`config.mk`:
```
export PLATFORM = sky130hd
export DESIGN_NAME = clint_trap_ctrl_flat
export DESIGN_NICKNAME = d
export VERILOG_FILES = /design/src/rtl/clint_trap_ctrl_if.sv /design/src/rtl/clint_trap_ctrl.sv /design/src/flat_wrapper.sv
export SDC_FILE = /design/constraint.sdc
export NUM_CORES = 1
export LEC_CHECK = 0
export CAP_MARGIN = 20
export CORE_AREA = 2 2 159 161
export CTS_BUF_LIST = sky130_fd_sc_hd__clkbuf_4
export DETAILED_ROUTE_END_ITERATION = 10
export DIE_AREA = 0 0 161 163
export PLACE_DENSITY = 0.63
export SKIP_LAST_GASP = 1
export SLEW_MARGIN = 20
export SYNTH_ARGS = -nofsm -noshare
export SYNTH_HDL_FRONTEND = slang
export SYNTH_SLANG_ARGS = --single-unit
```
`constraint.sdc`:
```
create_clock -name clk -period 5.2 [get_ports clk]
set_input_delay 1.04 -clock clk [delete_from_list [all_inputs] [get_ports clk]]
set_output_delay 1.04 -clock clk [all_outputs]
set_load 0.02 [all_outputs]
```
`src/rtl/clint_trap_ctrl_if.sv`:
```
`default_nettype none
// ============================================================================
// Module   : clint_trap_ctrl_if
// Brief    : Commit-stage, CSR-file and fetch-redirect bundle for the
//            machine-mode trap sequencer.
// Revision : 1.0 - initial release
// ============================================================================
interface clint_trap_ctrl_if #(
    parameter int XLEN = 64
);
    logic            inst_valid_i;
    logic [XLEN-1:0] inst_pc_i;
    logic            inst_ecall_i;
    logic            inst_mret_i;
    logic            cpu_csr_wen_i;
    logic [XLEN-1:0] csr_mtvec_i;
    logic [XLEN-1:0] csr_mepc_i;
    logic [XLEN-1:0] csr_mstatus_i;
    logic            global_int_en_i;
    logic            mtime_int_en_i;
    logic            mtime_int_pend_i;
    logic            clint_csr_wen_o;
    logic [11:0]     clint_csr_waddr_o;
    logic [XLEN-1:0] clint_csr_wdata_o;
    logic            clint_stall_o;
    logic            redirect_valid_o;
    logic [XLEN-1:0] redirect_pc_o;

    // Trap sequencer side.
    modport master (
        input  inst_valid_i, inst_pc_i, inst_ecall_i, inst_mret_i,
        input  cpu_csr_wen_i, csr_mtvec_i, csr_mepc_i, csr_mstatus_i,
        input  global_int_en_i, mtime_int_en_i, mtime_int_pend_i,
        output clint_csr_wen_o, clint_csr_waddr_o, clint_csr_wdata_o,
        output clint_stall_o, redirect_valid_o, redirect_pc_o
    );

    // Pipeline / CSR file side.
    modport slave (
        output inst_valid_i, inst_pc_i, inst_ecall_i, inst_mret_i,
        output cpu_csr_wen_i, csr_mtvec_i, csr_mepc_i, csr_mstatus_i,
        output global_int_en_i, mtime_int_en_i, mtime_int_pend_i,
        input  clint_csr_wen_o, clint_csr_waddr_o, clint_csr_wdata_o,
        input  clint_stall_o, redirect_valid_o, redirect_pc_o
    );
endinterface
`default_nettype wire

```
`src/rtl/clint_trap_ctrl.sv`:
```
`default_nettype none
// ============================================================================
// Module   : clint_trap_ctrl
// Brief    : Machine-mode trap sequencer: writes mepc/mcause/mstatus one per
//            cycle, then issues a single-cycle PC redirect.
// Revision : 1.0 - initial release
// ============================================================================
module clint_trap_ctrl #(
    parameter int XLEN        = 64,
    parameter bit VECTORED_EN = 1'b1
) (
    input  wire logic          clk,
    input  wire logic          rst_n,
    clint_trap_ctrl_if.master  bus
);

    typedef enum logic [2:0] {
        S_IDLE      = 3'd0,
        S_W_MEPC    = 3'd1,
        S_W_MCAUSE  = 3'd2,
        S_W_MSTATUS = 3'd3,
        S_REDIRECT  = 3'd4
    } state_t;

    localparam logic [1:0]  c_KIND_INT   = 2'd0;
    localparam logic [1:0]  c_KIND_EXC   = 2'd1;
    localparam logic [1:0]  c_KIND_MRET  = 2'd2;
    localparam logic [11:0] c_ADDR_MEPC    = 12'h341;
    localparam logic [11:0] c_ADDR_MCAUSE  = 12'h342;
    localparam logic [11:0] c_ADDR_MSTATUS = 12'h300;
    localparam logic [XLEN-1:0] c_CAUSE_INT   = {1'b1, {(XLEN-5){1'b0}}, 4'd7};
    localparam logic [XLEN-1:0] c_CAUSE_ECALL = {{(XLEN-4){1'b0}}, 4'hB};
    localparam logic [XLEN-1:0] c_VEC_OFFSET  = {{(XLEN-5){1'b0}}, 5'h1C};

    state_t          r_state;
    state_t          w_state_nxt;
    logic [XLEN-1:0] r_epc;
    logic [XLEN-1:0] r_cause;
    logic [1:0]      r_kind;

    logic            w_int_req;
    logic            w_accept;
    logic [1:0]      w_acc_kind;
    logic [XLEN-1:0] w_acc_cause;
    logic            w_vec_mode;
    logic [XLEN-1:0] w_tvec_base;
    logic [XLEN-1:0] w_trap_target;
    logic [XLEN-1:0] w_mstatus_trap;
    logic [XLEN-1:0] w_mstatus_mret;

    logic            w_csr_wen;
    logic [11:0]     w_csr_waddr;
    logic [XLEN-1:0] w_csr_wdata;
    logic            w_stall;
    logic            w_redir_valid;
    logic [XLEN-1:0] w_redir_pc;

    assign w_int_req   = bus.global_int_en_i & bus.mtime_int_en_i & bus.mtime_int_pend_i;
    assign w_tvec_base = {bus.csr_mtvec_i[XLEN-1:2], 2'b00};

    // Vectored dispatch only exists when the build enables it.
    if (VECTORED_EN) begin : g_vectored
        assign w_vec_mode = (bus.csr_mtvec_i[1:0] == 2'b01) && (r_kind == c_KIND_INT);
    end else begin : g_direct
        assign w_vec_mode = 1'b0;
    end

    assign w_trap_target = w_vec_mode ? (w_tvec_base + c_VEC_OFFSET) : w_tvec_base;

    always_comb begin
        w_mstatus_trap        = bus.csr_mstatus_i;
        w_mstatus_trap[7]     = bus.csr_mstatus_i[3];
        w_mstatus_trap[3]     = 1'b0;
        w_mstatus_trap[12:11] = 2'b11;

        w_mstatus_mret        = bus.csr_mstatus_i;
        w_mstatus_mret[3]     = bus.csr_mstatus_i[7];
        w_mstatus_mret[7]     = 1'b1;
        w_mstatus_mret[12:11] = 2'b11;
    end

    always_ff @(posedge clk or negedge rst_n) begin
        if (!rst_n) begin
            r_state <= S_IDLE;
            r_epc   <= '0;
            r_cause <= '0;
            r_kind  <= c_KIND_INT;
        end else begin
            r_state <= w_state_nxt;
            if (w_accept) begin
                r_epc   <= bus.inst_pc_i;
                r_cause <= w_acc_cause;
                r_kind  <= w_acc_kind;
            end
        end
    end

    always_comb begin
        w_state_nxt   = r_state;
        w_accept      = 1'b0;
        w_acc_kind    = c_KIND_INT;
        w_acc_cause   = '0;
        w_csr_wen     = 1'b0;
        w_csr_waddr   = '0;
        w_csr_wdata   = '0;
        w_stall       = 1'b0;
        w_redir_valid = 1'b0;
        w_redir_pc    = '0;

        case (r_state)
            S_IDLE: begin
                // Stall is raised in the accept cycle itself so the trapped
                // instruction never commits; masked while reset is held.
                if (rst_n && bus.inst_valid_i &&
                    (w_int_req || bus.inst_ecall_i || bus.inst_mret_i)) begin
                    w_accept = 1'b1;
                    w_stall  = 1'b1;
                    if (w_int_req) begin
                        w_acc_kind  = c_KIND_INT;
                        w_acc_cause = c_CAUSE_INT;
                        w_state_nxt = S_W_MEPC;
                    end else if (bus.inst_ecall_i) begin
                        w_acc_kind  = c_KIND_EXC;
                        w_acc_cause = c_CAUSE_ECALL;
                        w_state_nxt = S_W_MEPC;
                    end else begin
                        w_acc_kind  = c_KIND_MRET;
                        w_state_nxt = S_W_MSTATUS;
                    end
                end
            end
            S_W_MEPC: begin
                w_stall     = 1'b1;
                w_csr_wen   = 1'b1;
                w_csr_waddr = c_ADDR_MEPC;
                w_csr_wdata = r_epc;
                if (!bus.cpu_csr_wen_i) w_state_nxt = S_W_MCAUSE;
            end
            S_W_MCAUSE: begin
                w_stall     = 1'b1;
                w_csr_wen   = 1'b1;
                w_csr_waddr = c_ADDR_MCAUSE;
                w_csr_wdata = r_cause;
                if (!bus.cpu_csr_wen_i) w_state_nxt = S_W_MSTATUS;
            end
            S_W_MSTATUS: begin
                w_stall     = 1'b1;
                w_csr_wen   = 1'b1;
                w_csr_waddr = c_ADDR_MSTATUS;
                w_csr_wdata = (r_kind == c_KIND_MRET) ? w_mstatus_mret : w_mstatus_trap;
                if (!bus.cpu_csr_wen_i) w_state_nxt = S_REDIRECT;
            end
            S_REDIRECT: begin
                w_stall       = 1'b1;
                w_redir_valid = 1'b1;
                w_redir_pc    = (r_kind == c_KIND_MRET) ? bus.csr_mepc_i : w_trap_target;
                w_state_nxt   = S_IDLE;
            end
            default: begin
                w_state_nxt = S_IDLE;
            end
        endcase
    end

    assign bus.clint_csr_wen_o   = w_csr_wen;
    assign bus.clint_csr_waddr_o = w_csr_waddr;
    assign bus.clint_csr_wdata_o = w_csr_wdata;
    assign bus.clint_stall_o     = w_stall;
    assign bus.redirect_valid_o  = w_redir_valid;
    assign bus.redirect_pc_o     = w_redir_pc;

endmodule
`default_nettype wire
```
`src/flat_wrapper.sv`:
```
// flat-port wrapper written by rule: the top's interface ports become plain ports
module clint_trap_ctrl_flat 
#(
    parameter int XLEN        = 64,
    parameter bit VECTORED_EN = 1'b1
)
  (clk, rst_n, bus_inst_valid_i, bus_inst_pc_i, bus_inst_ecall_i, bus_inst_mret_i, bus_cpu_csr_wen_i, bus_csr_mtvec_i, bus_csr_mepc_i, bus_csr_mstatus_i, bus_global_int_en_i, bus_mtime_int_en_i, bus_mtime_int_pend_i, bus_clint_csr_wen_o, bus_clint_csr_waddr_o, bus_clint_csr_wdata_o, bus_clint_stall_o, bus_redirect_valid_o, bus_redirect_pc_o);
  clint_trap_ctrl_if #(.XLEN(XLEN)) bus_i ();
  input  wire logic clk;
  input  wire logic rst_n;
  input wire logic [$bits(bus_i.inst_valid_i)-1:0] bus_inst_valid_i;
  input wire logic [$bits(bus_i.inst_pc_i)-1:0] bus_inst_pc_i;
  input wire logic [$bits(bus_i.inst_ecall_i)-1:0] bus_inst_ecall_i;
  input wire logic [$bits(bus_i.inst_mret_i)-1:0] bus_inst_mret_i;
  input wire logic [$bits(bus_i.cpu_csr_wen_i)-1:0] bus_cpu_csr_wen_i;
  input wire logic [$bits(bus_i.csr_mtvec_i)-1:0] bus_csr_mtvec_i;
  input wire logic [$bits(bus_i.csr_mepc_i)-1:0] bus_csr_mepc_i;
  input wire logic [$bits(bus_i.csr_mstatus_i)-1:0] bus_csr_mstatus_i;
  input wire logic [$bits(bus_i.global_int_en_i)-1:0] bus_global_int_en_i;
  input wire logic [$bits(bus_i.mtime_int_en_i)-1:0] bus_mtime_int_en_i;
  input wire logic [$bits(bus_i.mtime_int_pend_i)-1:0] bus_mtime_int_pend_i;
  output wire logic [$bits(bus_i.clint_csr_wen_o)-1:0] bus_clint_csr_wen_o;
  output wire logic [$bits(bus_i.clint_csr_waddr_o)-1:0] bus_clint_csr_waddr_o;
  output wire logic [$bits(bus_i.clint_csr_wdata_o)-1:0] bus_clint_csr_wdata_o;
  output wire logic [$bits(bus_i.clint_stall_o)-1:0] bus_clint_stall_o;
  output wire logic [$bits(bus_i.redirect_valid_o)-1:0] bus_redirect_valid_o;
  output wire logic [$bits(bus_i.redirect_pc_o)-1:0] bus_redirect_pc_o;
  assign bus_i.inst_valid_i = bus_inst_valid_i;
  assign bus_i.inst_pc_i = bus_inst_pc_i;
  assign bus_i.inst_ecall_i = bus_inst_ecall_i;
  assign bus_i.inst_mret_i = bus_inst_mret_i;
  assign bus_i.cpu_csr_wen_i = bus_cpu_csr_wen_i;
  assign bus_i.csr_mtvec_i = bus_csr_mtvec_i;
  assign bus_i.csr_mepc_i = bus_csr_mepc_i;
  assign bus_i.csr_mstatus_i = bus_csr_mstatus_i;
  assign bus_i.global_int_en_i = bus_global_int_en_i;
  assign bus_i.mtime_int_en_i = bus_mtime_int_en_i;
  assign bus_i.mtime_int_pend_i = bus_mtime_int_pend_i;
  assign bus_clint_csr_wen_o = bus_i.clint_csr_wen_o;
  assign bus_clint_csr_waddr_o = bus_i.clint_csr_waddr_o;
  assign bus_clint_csr_wdata_o = bus_i.clint_csr_wdata_o;
  assign bus_clint_stall_o = bus_i.clint_stall_o;
  assign bus_redirect_valid_o = bus_i.redirect_valid_o;
  assign bus_redirect_pc_o = bus_i.redirect_pc_o;
  clint_trap_ctrl #(.XLEN(XLEN), .VECTORED_EN(VECTORED_EN)) u_core (.clk(clk), .rst_n(rst_n), .bus(bus_i));
endmodule
```
-- Word level (Yosys, flattened, before mapping)
Index checks and enable logic that the tools add are counted.
- muxes and demuxes: 26
- equal/unequal tests: 10
- bitwise gates (word level): 2
- reductions and logical operators: 10
- add/subtract/negate cells: 1
- operators with widths (cell ; count):
    $mux 64 ; 6
    $pmux 64 s3 ; 1
    $add 64x5->64 const B ; 1
    $pmux 10 s3 ; 1
    $mux 3 ; 5
    $pmux 3 s4 ; 1
    $mux 2 ; 5
    $mux 8 ; 1
    $eq 3x2->1 const B ; 2
    $ne 2x2->1 const B ; 3
    $mux 1 ; 4
    $mux 4 ; 1
    $reduce_and 4->1 ; 1
    $reduce_or 4->1 ; 1
    $eq 3x1->1 const B ; 1
    $eq 3x3->1 const B ; 1
    $logic_and 1x1->1 ; 3
    $logic_not 3->1 ; 1
    $reduce_or 3->1 ; 1
    $and 1x1->1 ; 2
    $eq 2x1->1 const B ; 1
    $eq 2x2->1 const B ; 1
    $logic_not 2->1 ; 1
    $logic_or 1x1->1 ; 2
    other kinds (2) ; 2
- output and inout port bits: 143
- flip-flop bits (word level): 133
- logic and storage cells: 53

-- Logic depth before layout (Yosys ltp)
- depth in word-level cells: 7
- depth in mapped cells: 9
- depth with buffers taken out: 8

-- Worst setup path before layout
No wires, ideal clock.
- path type: input to output
- start point: input bus_csr_mtvec_i[1]
- end point: output bus_redirect_pc_o[52]
- path buffers: 0
- slack: 1.178 ns
- arrival time: 2.982 ns
- stages on the path: 6
- required time: 4.160 ns
- path through: nor4b_4 -> nand3_4 -> or3_4 -> or4_1 -> xnor2_1 -> a21oi_1
- longest elaborated chain between the ends: 5
- RTL lines (element ; RTL line ; source):
    from (decl) ; flat_wrapper.sv:16 ; input wire logic [$bits(bus_i.csr_mtvec_i)-1:0] bus_csr_mtvec_i;
    $eq 2x1->1 ; clint_trap_ctrl.sv:63 ; assign w_vec_mode = (bus.csr_mtvec_i[1:0] == 2'b01) && (r_kind == c_KIND_INT);
    $logic_and 1x1->1 ; clint_trap_ctrl.sv:63 ;
    $mux 64 ; clint_trap_ctrl.sv:68 ; assign w_trap_target = w_vec_mode ? (w_tvec_base + c_VEC_OFFSET) : w_tvec_base;
    $mux 64 ; clint_trap_ctrl.sv:156 ; w_redir_pc = (r_kind == c_KIND_MRET) ? bus.csr_mepc_i : w_trap_target;
    $mux 64 ; clint_trap_ctrl.sv:110 ; case (r_state)
    to (decl) ; flat_wrapper.sv:27 ; output wire logic [$bits(bus_i.redirect_pc_o)-1:0] bus_redirect_pc_o;
No other way between the ends.

-- Worst setup path in the final report
- start point: input bus_csr_mtvec_i[21]
- end point: output bus_redirect_pc_o[52]
- longest elaborated chain between the ends: 4
- RTL lines (element ; RTL line):
    $add 64x5->64 ; clint_trap_ctrl.sv:68
    $mux 64 ; clint_trap_ctrl.sv:68
    $mux 64 ; clint_trap_ctrl.sv:156
    $mux 64 ; clint_trap_ctrl.sv:110
No other way between the ends.

==> out/summary.txt <==
Status: complete, no violations
Worst Hold Launch: u_core.r_epc[53]
Bufs on Longest Clock Path: 2
CTS H-tree lvls: 3
Min-Delay Path Depth: 2
1st-iter DRT viols: 363
Total global routing overflow: 0
Final Cycle Share: 97.9%
Slew Limit Fails: 0
Mux contribution to synthesized area: 0.203%
CP Max Fanout: 4
CP peak stage delay: 620 ps
GR Util met2: 33.4%
Clock Sinks: 71
Async set-reset flop share out of synthesis: 100%
Residual DRC: 0
Clk Tree Root Cell: clkbuf_4
FF+latch area: 0.00178 mm2
Reg2reg end: u_core.r_epc[7]
Design Area, Final: 0.0101 mm2
I/O pin cnt: 408
First-pass GRT wire length: 38500 um
Critical-path cell list: clkdlybuf4s50_1 > nand4_1 > or3_4 > or3_4 > or4_1 > xnor2_1 > a21oi_1 > clkdlybuf4s50_1
Post-synthesis xor/xnor area fraction: 8.67%
Synth Area in Compound Gates: 22.6%
Sequential share of the synthesized area: 32.0%
WP data required: 4160 ps
RSZ-0062 raised after global routing: false
Fmax: 0.196 GHz
Synthesized cell area: 0.00556 mm2
Final std cells w/o fill: 1492
Critical path buffer and inverter count: 2
Total Power: 3.99 mW
R2r setup slk: 2910 ps
GP Congestion: 0.861
Initial antenna violation count: 3
Reg2reg start: u_core.r_state[0]
Placed inst area: 0.00994 mm2
Nets@finish: 1422
Largest net degree at the start of global routing: 93
Busiest metal layer after global routing: met2
Final hold vios: 0
Path category of the worst min-delay check: reg -> reg
Yosys cell types: 46
Max IR drop VDD: 0.261 mV
CP Capture Type: output pin
Dpl cells: 1475
Critical path type: in -> out
Die Wd: 161 um
Simple-gate share of the synthesized area: 30.4%
Vias in the first global route: 6865
Hold path endpoint: u_core.r_epc[53]
Reg2reg path depth: 5
CP delay by family, top: simple AND/OR/NAND/NOR gates
Via count: 7014
Static leakage: 4.07 nW
Cells after Synth: 774
Drt total wl: 25900 um
DRT antenna net count: 0
Initial core utilization: 22.5%
Worst-Skew Late Latency: 420 ps
Slew @ Worst Pin: 927 ps
Buffers on Ports: 398
CORE AREA: 0.0247 mm2
Max Cap Viol: 0
Met1 Use GR: 22.4%
Largest family of logic cells by synthesized area: simple AND/OR/NAND/NOR gates
First drt pass iteration count: 5
EDFF count, synth: 0
Primary FF master, synth: dfrtp_1
FP Rows: 58
Setup crit start: bus_csr_mtvec_i[21]
Slew headroom: 38.2%
Area of the multi-input gates: 0.00351 mm2
Die area: 0.0262 mm2
Mean cell area of the mapped netlist: 7.18 um2
Setup TNS: 0 ps
WL/cell: 17.4 um
Met3 GRT Util: 5.02%
Total CTS buffers: 9
PwrDens: 394 mW/mm2
Layout fillers: 2556
Layout cells sized above 1: 5.08%
Post-CTS Hold Buffers: 0
Hpwl dp: 20500 um
Synth Area in Adders: 0.225%
CTS tree: yes
Drt via density: 4.70
Clock skew: 24.0 ps
Final setup viols: 0
Yosys warns: 0
Layout area overhead: 82.1%
Chip height: 163 um
Postcts setup bufs: 0
Arr. time, crit path: 4050 ps
#FFs+latches synth: 71
CTS clk-pin slew, worst paths: 120 ps
CP startpoint kind: input port
All-Layer GR Usage: 18.9%
Min Tclk post-route: 5090 ps
Slowest CP cell: clkdlybuf4s50_1
-- through the flow --
| step | utilization (%) | hold slack, ps | setup WS, ps |
|---|---|---|---|
| floorplan | - | 442 | 1180 |
| global placement | 40.3 | 458 | 115 |
| detailed placement | 40.3 | 467 | 102 |
| CTS | 41.0 | 498 | 101 |
| global route | 41.0 | 513 | 13.7 |
| finish | 41.0 | 494 | 111 |
-- logic make-up (layout without fill, tap and decap cells) --
family,Yosys count,in the layout
buffers and inverters,77,458
adders and majority gates,1,1
DFF,71,71
other,1,8
muxes,1,1
and+or+nand+nor,376,376
xor gates and xnor gates,55,55
AOI/OAI and AO/OA,192,192
-- per-layer routing --
layer  up-vias  share of wire, %
met3        32               8.6
met1      3231                40
met2       314                49
met5         -             0.096
li1       3433                 -
met4         4               2.1
-- cell usage in the layout (no fill, tap or decap), drive strengths merged, types with 2 or more instances in the layout --
| master | netlist | routed |
|---|---|---|
| clkdlybuf4s50 | 0 | 395 |
| nand2 | 225 | 225 |
| dfrtp | 71 | 71 |
| a22o | 56 | 56 |
| o21ai | 56 | 56 |
| a21oi | 52 | 52 |
| nor2 | 47 | 47 |
| xnor2 | 40 | 40 |
| buf | 18 | 29 |
| nand3 | 20 | 20 |
| inv | 17 | 20 |
| nor3 | 18 | 18 |
| nand4 | 18 | 18 |
| xor2 | 15 | 15 |
| a211oi | 10 | 10 |
| nor4 | 10 | 10 |
| and3 | 9 | 9 |
| clkbuf | 42 | 9 |
| conb | 1 | 7 |
| nand2b | 6 | 6 |
| or3 | 6 | 6 |
| nor2b | 4 | 4 |
| a2bb2oi | 4 | 4 |
| and4 | 4 | 4 |
| a311oi | 4 | 4 |
| and2 | 4 | 4 |
| or4 | 2 | 2 |
| bufinv | 0 | 2 |
-- cells in the mapped netlist (2+ instances only) --
master       n  area share [%]
and4_1       4            0.63
or3_4        2            0.41
a21oi_1     52             4.7
a2bb2oi_1    4            0.63
dfrtp_1     71              32
nor3_1      18             1.6
or4_1        2            0.27
nand2b_1     6            0.68
xor2_1      15             2.4
a22o_1      56             8.8
nand3_1     19             1.7
xnor2_1     40             6.3
a211oi_1    10             1.4
nand4_1     18             2.0
and3_1       9             1.0
clkbuf_1    42             2.8
nor4_1       9             1.0
buf_1        9            0.61
o21ai_0     56             5.0
or3_1        4            0.45
buf_4        8             1.1
nor2_1      47             3.2
nor2b_1      4            0.45
a311oi_1     4            0.63
nand2_1    225              15
inv_1       17             1.1
and2_1       4            0.45
-- repair_timing --
item	in CTS	in global routing
gates resized for setup	0	2
setup endpoints to repair	0	2
hold endpoints to repair	0	0
-- worst max path at each step --
| stage | endpoint | slack [ps] | depth (start not counted) |
|---|---|---|---|
| after global routing | bus_redirect_pc_o[52] | 10 | 8 |
| after floorplan | bus_redirect_pc_o[52] | 1180 | 6 |
| after detailed placement | bus_redirect_pc_o[52] | 100 | 8 |
| after CTS | bus_redirect_pc_o[52] | 100 | 8 |
| final | bus_redirect_pc_o[52] | 110 | 8 |
| after global placement | bus_redirect_pc_o[52] | 120 | 8 |
-- tightest hold or removal path, stage by stage, from the launching register on --
cell,delay (ps)
dfrtp_1,370
nand2_1,50
nand2_1,60
-- flip-flops by register name, indices dropped and copies added (netlist names) --
signal / flops
u_core.r_kind: 2
u_core.r_cause: 2
u_core.r_state: 3
u_core.r_epc: 64
-- layout make-up --
type                    instances  area share (%)
multi-input cells             632            34.7
inverters                      17           0.631
well taps                     330            4.08
repair buffers                425            41.4
clock inverters                 7            1.01
clock buffers                   9           0.668
diodes                          1          0.0247
flip-flops and latches         71            17.6
-- where the power goes --
| group | switching (mW) | total [mW] | internal (mW) |
|---|---|---|---|
| clock network | 0.227 | 0.427 | 0.201 |
| logic | 1.34 | 2.51 | 1.17 |
| registers | 0.230 | 1.05 | 0.824 |
Note: power is estimated with default switching activity, not from simulation.
